<file path="config.mk">
export PLATFORM = sky130hd
export DESIGN_NAME = pipelined_control
export DESIGN_NICKNAME = d
export VERILOG_FILES = /design/src/rtl/pipelined_control.sv
export SDC_FILE = /design/constraint.sdc
export NUM_CORES = 1
export LEC_CHECK = 0
export BUFFER_PORTS_ARGS = -buffer_cell sky130_fd_sc_hd__buf_2
export CAP_MARGIN = 20
export CORE_AREA = 2 2 63 65
export DETAILED_ROUTE_END_ITERATION = 16
export DIE_AREA = 0 0 65 67
export PLACE_DENSITY = 0.76
export SLEW_MARGIN = 30
export SYNTH_ARGS = -nofsm -noshare
export SYNTH_HDL_FRONTEND = slang
export SYNTH_SLANG_ARGS = --single-unit
export TNS_END_PERCENT = 50
</file>
<file path="constraint.sdc">
create_clock -name clock -period 2.5 [get_ports clock]
set_clock_uncertainty 0.05 [all_clocks]
set_input_delay 0.25 -clock clock [delete_from_list [all_inputs] [get_ports clock]]
set_output_delay 0.25 -clock clock [all_outputs]
set_load 0.01 [all_outputs]
</file>
<file path="src/rtl/pipelined_control.sv">
// RV32 mini decoder feeding the ID/EX register: valid/ready on both sides,
// flush, one-bubble load-use stall and a post-MUL issue hold.
module pipelined_control #(
   parameter int MUL_LATENCY = 4,
   parameter bit ENABLE_MUL  = 1'b1
) (
   input  logic        clock,
   input  logic        reset,
   input  logic        in_valid,
   output logic        in_ready,
   input  logic [31:0] instr,
   input  logic        ex_readmem,
   input  logic [4:0]  ex_rd,
   input  logic        flush,
   output logic        out_valid,
   input  logic        out_ready,
   output logic        selimregb,
   output logic        selregdest,
   output logic        selwsource,
   output logic        writereg,
   output logic        writeov,
   output logic        unsig,
   output logic        readmem,
   output logic        writemem,
   output logic [2:0]  aluop,
   output logic [1:0]  selbrjumpz,
   output logic [2:0]  compop,
   output logic [4:0]  rs1,
   output logic [4:0]  rs2,
   output logic [4:0]  rd,
   output logic        illegal,
   output logic        busy
);

   typedef struct packed {
      logic       selimregb;
      logic       selregdest;
      logic       selwsource;
      logic       writereg;
      logic       writeov;
      logic       unsig;
      logic       readmem;
      logic       writemem;
      logic [2:0] aluop;
      logic [1:0] selbrjumpz;
      logic [2:0] compop;
      logic [4:0] rs1;
      logic [4:0] rs2;
      logic [4:0] rd;
      logic       illegal;
   } ctrl_t;

   typedef enum logic [0:0] {RUN, MUL_HOLD} state_t;

   ctrl_t      dec, bnd;
   state_t     state;
   logic [3:0] cnt;
   logic       legal, use1, use2, hazard, accept, handoff;

   wire [6:0] opc = instr[6:0];
   wire [2:0] f3  = instr[14:12];
   wire [6:0] f7  = instr[31:25];

   always_comb begin
      dec   = '0;
      legal = 1'b1;
      use1  = 1'b1;
      use2  = 1'b0;
      case (opc)
         7'b0110011: begin
            use2           = 1'b1;
            dec.selregdest = 1'b1;
            dec.writereg   = 1'b1;
            if (f3 == 3'b000 && f7 == 7'b0000000)                    dec.aluop = 3'b010;
            else if (f3 == 3'b000 && f7 == 7'b0100000)               dec.aluop = 3'b110;
            else if (f3 == 3'b000 && f7 == 7'b0000001 && ENABLE_MUL) dec.aluop = 3'b011;
            else                                                     legal = 1'b0;
         end
         7'b0010011: begin
            dec.selimregb = 1'b1;
            dec.writereg  = 1'b1;
            dec.aluop     = 3'b010;
            legal         = (f3 == 3'b000);
         end
         7'b0000011: begin
            dec.selimregb  = 1'b1;
            dec.selwsource = 1'b1;
            dec.writereg   = 1'b1;
            dec.readmem    = 1'b1;
            dec.aluop      = 3'b010;
            legal          = (f3 == 3'b010);
         end
         7'b0100011: begin
            use2          = 1'b1;
            dec.selimregb = 1'b1;
            dec.writemem  = 1'b1;
            dec.aluop     = 3'b010;
            legal         = (f3 == 3'b010);
         end
         7'b1100011: begin
            use2           = 1'b1;
            dec.selbrjumpz = 2'b10;
            dec.aluop      = 3'b110;
            dec.compop     = (f3 == 3'b001) ? 3'b101 : 3'b000;
            legal          = (f3 == 3'b000) || (f3 == 3'b001);
         end
         default: legal = 1'b0;
      endcase
      if (!legal) begin
         dec         = '0;
         dec.illegal = 1'b1;
         use1        = 1'b0;
         use2        = 1'b0;
      end
      // register fields only carry addresses the instruction actually uses
      dec.rs1 = use1 ? instr[19:15] : 5'd0;
      dec.rs2 = use2 ? instr[24:20] : 5'd0;
      dec.rd  = dec.writereg ? instr[11:7] : 5'd0;
   end

   assign hazard = ex_readmem && (ex_rd != 5'd0) &&
                   ((use1 && ex_rd == instr[19:15]) || (use2 && ex_rd == instr[24:20]));
   assign in_ready = (state == RUN) && !hazard && (!out_valid || out_ready) && !flush;
   assign accept   = in_valid && in_ready;
   assign handoff  = out_valid && out_ready && (bnd.aluop == 3'b011);

   always_ff @(posedge clock) begin
      if (reset || flush) begin
         out_valid <= 1'b0;
         bnd       <= '0;
         state     <= RUN;
         cnt       <= '0;
      end else begin
         if (accept) begin
            bnd       <= dec;
            out_valid <= 1'b1;
         end else if (out_valid && out_ready) begin
            out_valid <= 1'b0;
         end
         case (state)
            RUN: if (handoff && MUL_LATENCY > 1) begin
               state <= MUL_HOLD;
               cnt   <= 4'(MUL_LATENCY - 1);
            end
            MUL_HOLD: if (cnt == 4'd1) begin
               state <= RUN;
               cnt   <= '0;
            end else begin
               cnt <= cnt - 4'd1;
            end
            default: state <= RUN;
         endcase
      end
   end

   assign busy       = (state == MUL_HOLD);
   assign selimregb  = bnd.selimregb;
   assign selregdest = bnd.selregdest;
   assign selwsource = bnd.selwsource;
   assign writereg   = bnd.writereg;
   assign writeov    = bnd.writeov;
   assign unsig      = bnd.unsig;
   assign readmem    = bnd.readmem;
   assign writemem   = bnd.writemem;
   assign aluop      = bnd.aluop;
   assign selbrjumpz = bnd.selbrjumpz;
   assign compop     = bnd.compop;
   assign rs1        = bnd.rs1;
   assign rs2        = bnd.rs2;
   assign rd         = bnd.rd;
   assign illegal    = bnd.illegal;

endmodule
</file>
==> impl_metrics.env <==
export IMPL_critPathMaxStageDelay_ns=0.55
export IMPL_row_count=22
export IMPL_syn_cell_area_um2=1573
export IMPL_crit_path_cell_trace="buf_2 > or4_4 > o31ai_4 > a32o_2 > o211ai_2 > and2_1 > buf_2"
export IMPL_drtPass1Iterations=4
export IMPL_grt_pass1_vias=1331
export IMPL_drv_max_cap_violation_count=0
export IMPL_fillers=331
export IMPL_ys_seq_area_share_pct=40.73
export IMPL_hp_class="in -> reg"
export IMPL_synth_cells=159
export IMPL_path_common_cell="sky130_fd_sc_hd__buf_2"
export IMPL_cts_hold_buffers_added=0
export IMPL_dr_first_iter_drc_count=41
export IMPL_track_usage_pct=17.13
export IMPL_end_kind="output port"
export IMPL_timing_final_setup_violations=0
export IMPL_drt_wl_total_mm=3.658
export IMPL_critPathMaxFanout=3
export IMPL_layout_nets=274
export IMPL_crit_required_ns=2.20
export IMPL_via_count=1410
export IMPL_critPathArrivalTime_ns=1.77
export IMPL_postCtsSetupBuffers=0
export IMPL_total_leakage_power_uw=0.0009356
export IMPL_synth_edff_count=0
export IMPL_grt_start_max_net_pins=22
export IMPL_portBuffers=73
export IMPL_insertion_delay_ns=0.27
export IMPL_maxSlewViolCount=0
export IMPL_post_synth_cell_area_avg_um2=9.892
export IMPL_io_pins=78
export IMPL_hold_slack_ns=0.1285
export IMPL_rsz0062_at_grt="false"
export IMPL_timing_final_crit_period_ns=2.073
export IMPL_asyncSetResetFlopFracSynth_pct=0
export IMPL_tritoncts_buffers=5
export IMPL_dp_hpwl_mm=2.886
export IMPL_postSynth_topFlopCell="sky130_fd_sc_hd__dfxtp_1"
export IMPL_cts_num_sinks=32
export IMPL_drive_above_1_share_pct=39.74
export IMPL_worstSetupStartpointType="input pin"
export IMPL_layout_worst_path_cycle_share_pct=82.92
export IMPL_status="finished, final reports clean"
export IMPL_n_antenna_cell=0
export IMPL_peakVddDrop_uv=442.2
export IMPL_classification_of_the_worst_setup_path="in -> out"
export IMPL_cts_max_level=2
export IMPL_ys_types=43
export IMPL_route_antenna_remaining_nets=0
export IMPL_final_hold_viol_count=0
export IMPL_gpl_final_weighted_congestion=0.8133
export IMPL_fp_dieW_um=65
export IMPL_layout_area_overhead_vs_synth_pct=27.53
export IMPL_clk_pin_slew_ns=0.06
export IMPL_p_per_cell_area_nw_per_um2=488.6
export IMPL_via_density_per_instance=5.090
export IMPL_achievable_frequency_ghz=0.4824
export IMPL_grt_pass1_wl_mm=5.851
export IMPL_remaining_drc_errors=0
export IMPL_core_area_um2=3606
export IMPL_fp_dieH_um=67
export IMPL_globalRoute_totalOverflow=0
export IMPL_avgRoutedWirePerCell_um=13.21
export IMPL_antenna_found_initial=0
export IMPL_slowest_stage="sky130_fd_sc_hd__or4_4"
export IMPL_cts_repair_resized=0
export IMPL_clock_tree_from_tritoncts="built"
export IMPL_postSynthRegisterBits=32
export IMPL_setup_tns_final_ns=0
export IMPL_cts_root_buf="sky130_fd_sc_hd__clkbuf_8"
export IMPL_cts_max_path_buffers=2
export IMPL_yosys_warnings=0
export IMPL_effective_utilization_at_floorplan_pct=43.62
export IMPL_overall_die_area_um2=4355
[layout by cell type, fill, tap and decap left out, types with 2 or more instances in the layout]
cell / count
sky130_fd_sc_hd__nor3b_1: 3
sky130_fd_sc_hd__nand2b_1: 3
sky130_fd_sc_hd__nand2_1: 3
sky130_fd_sc_hd__and3_1: 6
sky130_fd_sc_hd__nor2b_1: 4
sky130_fd_sc_hd__clkbuf_8: 5
sky130_fd_sc_hd__a22o_1: 22
sky130_fd_sc_hd__inv_1: 3
sky130_fd_sc_hd__and2_1: 4
sky130_fd_sc_hd__conb_1: 4
sky130_fd_sc_hd__o21ai_0: 3
sky130_fd_sc_hd__dfxtp_1: 32
sky130_fd_sc_hd__or3b_2: 3
sky130_fd_sc_hd__xor2_1: 4
sky130_fd_sc_hd__nor3_1: 5
sky130_fd_sc_hd__buf_2: 73
sky130_fd_sc_hd__a21oi_1: 6
sky130_fd_sc_hd__xnor2_1: 6
sky130_fd_sc_hd__nand3_1: 5
sky130_fd_sc_hd__o2bb2ai_1: 2
sky130_fd_sc_hd__a211oi_1: 3
sky130_fd_sc_hd__nor2_1: 7
sky130_fd_sc_hd__ha_1: 2
sky130_fd_sc_hd__nor4_1: 2
[flip-flops by register name (all words and copies together), names as in the netlist]
register,cells
rs2,5
rd,5
cnt,4
writereg,1
out_valid,1
busy,1
rs1,5
selwsource,1
writemem,1
selimregb,1
compop,1
illegal,1
selregdest,1
selbrjumpz,1
aluop,3
[per-layer routing]
| metal | global-route usage, % | part of all wire (%) | routed length, um | vias to the layer above |
|---|---|---|---|---|
| li1 | - | - | - | 727 |
| met2 | 29.25 | 49 | 1805 | 38 |
| met4 | 5.585 | 0.68 | 25 | 0 |
| met1 | 20.48 | 44 | 1617 | 643 |
| met3 | 5.236 | 5.7 | 210 | 2 |
| met5 | 0 | 0 | 0 | - |
[area by class of cell]
class                           instances  area (um^2)  area share (%)
Timing Repair Buffer                   74        385.4           19.21
Clock buffer                            6        72.57           3.618
Tap cell                               48        60.06           2.994
Multi-Input combinational cell        113        830.8           41.42
Sequential cell                        32        640.6           31.94
Inverter                                3        11.26          0.5614
Clock inverter                          1        5.005          0.2495
[kinds of logic (layout without fill, tap and decap cells)]
group / after synthesis / count (layout) / share of synthesized area (%)
compound gates: 46 / 46 / 25.06
xor+xnor: 10 / 10 / 5.569
fa+ha+maj: 2 / 2 / 1.591
buf+inv: 17 / 84 / 7.159
flops: 32 / 32 / 40.73
other cells: 1 / 4 / 0.2384
simple gates: 51 / 51 / 19.65
[synth_stat cells (all sizes together) (3+ instances only)]
| cell type | number | area [um^2] |
|---|---|---|
| o21ai | 4 | 20.01 |
| nand2b | 3 | 18.77 |
| nor3 | 5 | 25.02 |
| nor2b | 4 | 25.02 |
| nand2 | 3 | 11.26 |
| nand3 | 5 | 25.02 |
| and3 | 6 | 37.54 |
| a21oi | 7 | 46.30 |
| a211oi | 3 | 22.52 |
| clkbuf | 3 | 12.51 |
| inv | 3 | 11.26 |
| dfxtp | 32 | 640.6 |
| nor3b | 3 | 22.52 |
| or3b | 3 | 26.28 |
| nor2 | 7 | 26.28 |
| xnor2 | 6 | 52.55 |
| and2 | 4 | 25.02 |
| buf | 11 | 88.83 |
| xor2 | 4 | 35.03 |
| a22o | 22 | 192.7 |
[per-stage QoR]
stage                     total power (uW)  instances  setup WS [ns]  cell area (um^2)  utilization, %
after floorplan                      584.5        162         0.6039              1584               -
after global placement               631.7        270         0.2629              1928           53.47
after detailed placement             631.4        270         0.3015              1928           53.47
after CTS                            990.0        277         0.4116              2006           55.62
after global routing                  1024        277         0.3508              2006           55.62
final                                980.0        277         0.4271              2006           55.62
[critical path, delay by kind of cell]
family	cells	cell delay, ns
simple gates	2	0.72
buf+inv	2	0.23
compound gates	3	0.57
[path summary, 6_finish.rpt]
| path | start | endpoint | slack [ns] | cells after the start |
|---|---|---|---|---|
| setup / recovery | instr[28] | in_ready | 0.43 | 7 |
| hold / removal | instr[9] | rd[2] | 0.13 | 2 |
| setup reg to reg | out_valid | selregdest | 0.77 | 6 |
| hold reg to reg | writereg | writereg | 0.40 | 1 |
[power by group]
part | switching (uW) | leakage (uW) | internal [uW]
Clock | 171 | 0.0000410 | 189
Combinational | 56.4 | 0.000637 | 50.9
Sequential | 1.28 | 0.000258 | 512
Total | 229 | 0.000936 | 751
(Power assumes the default switching activity.)
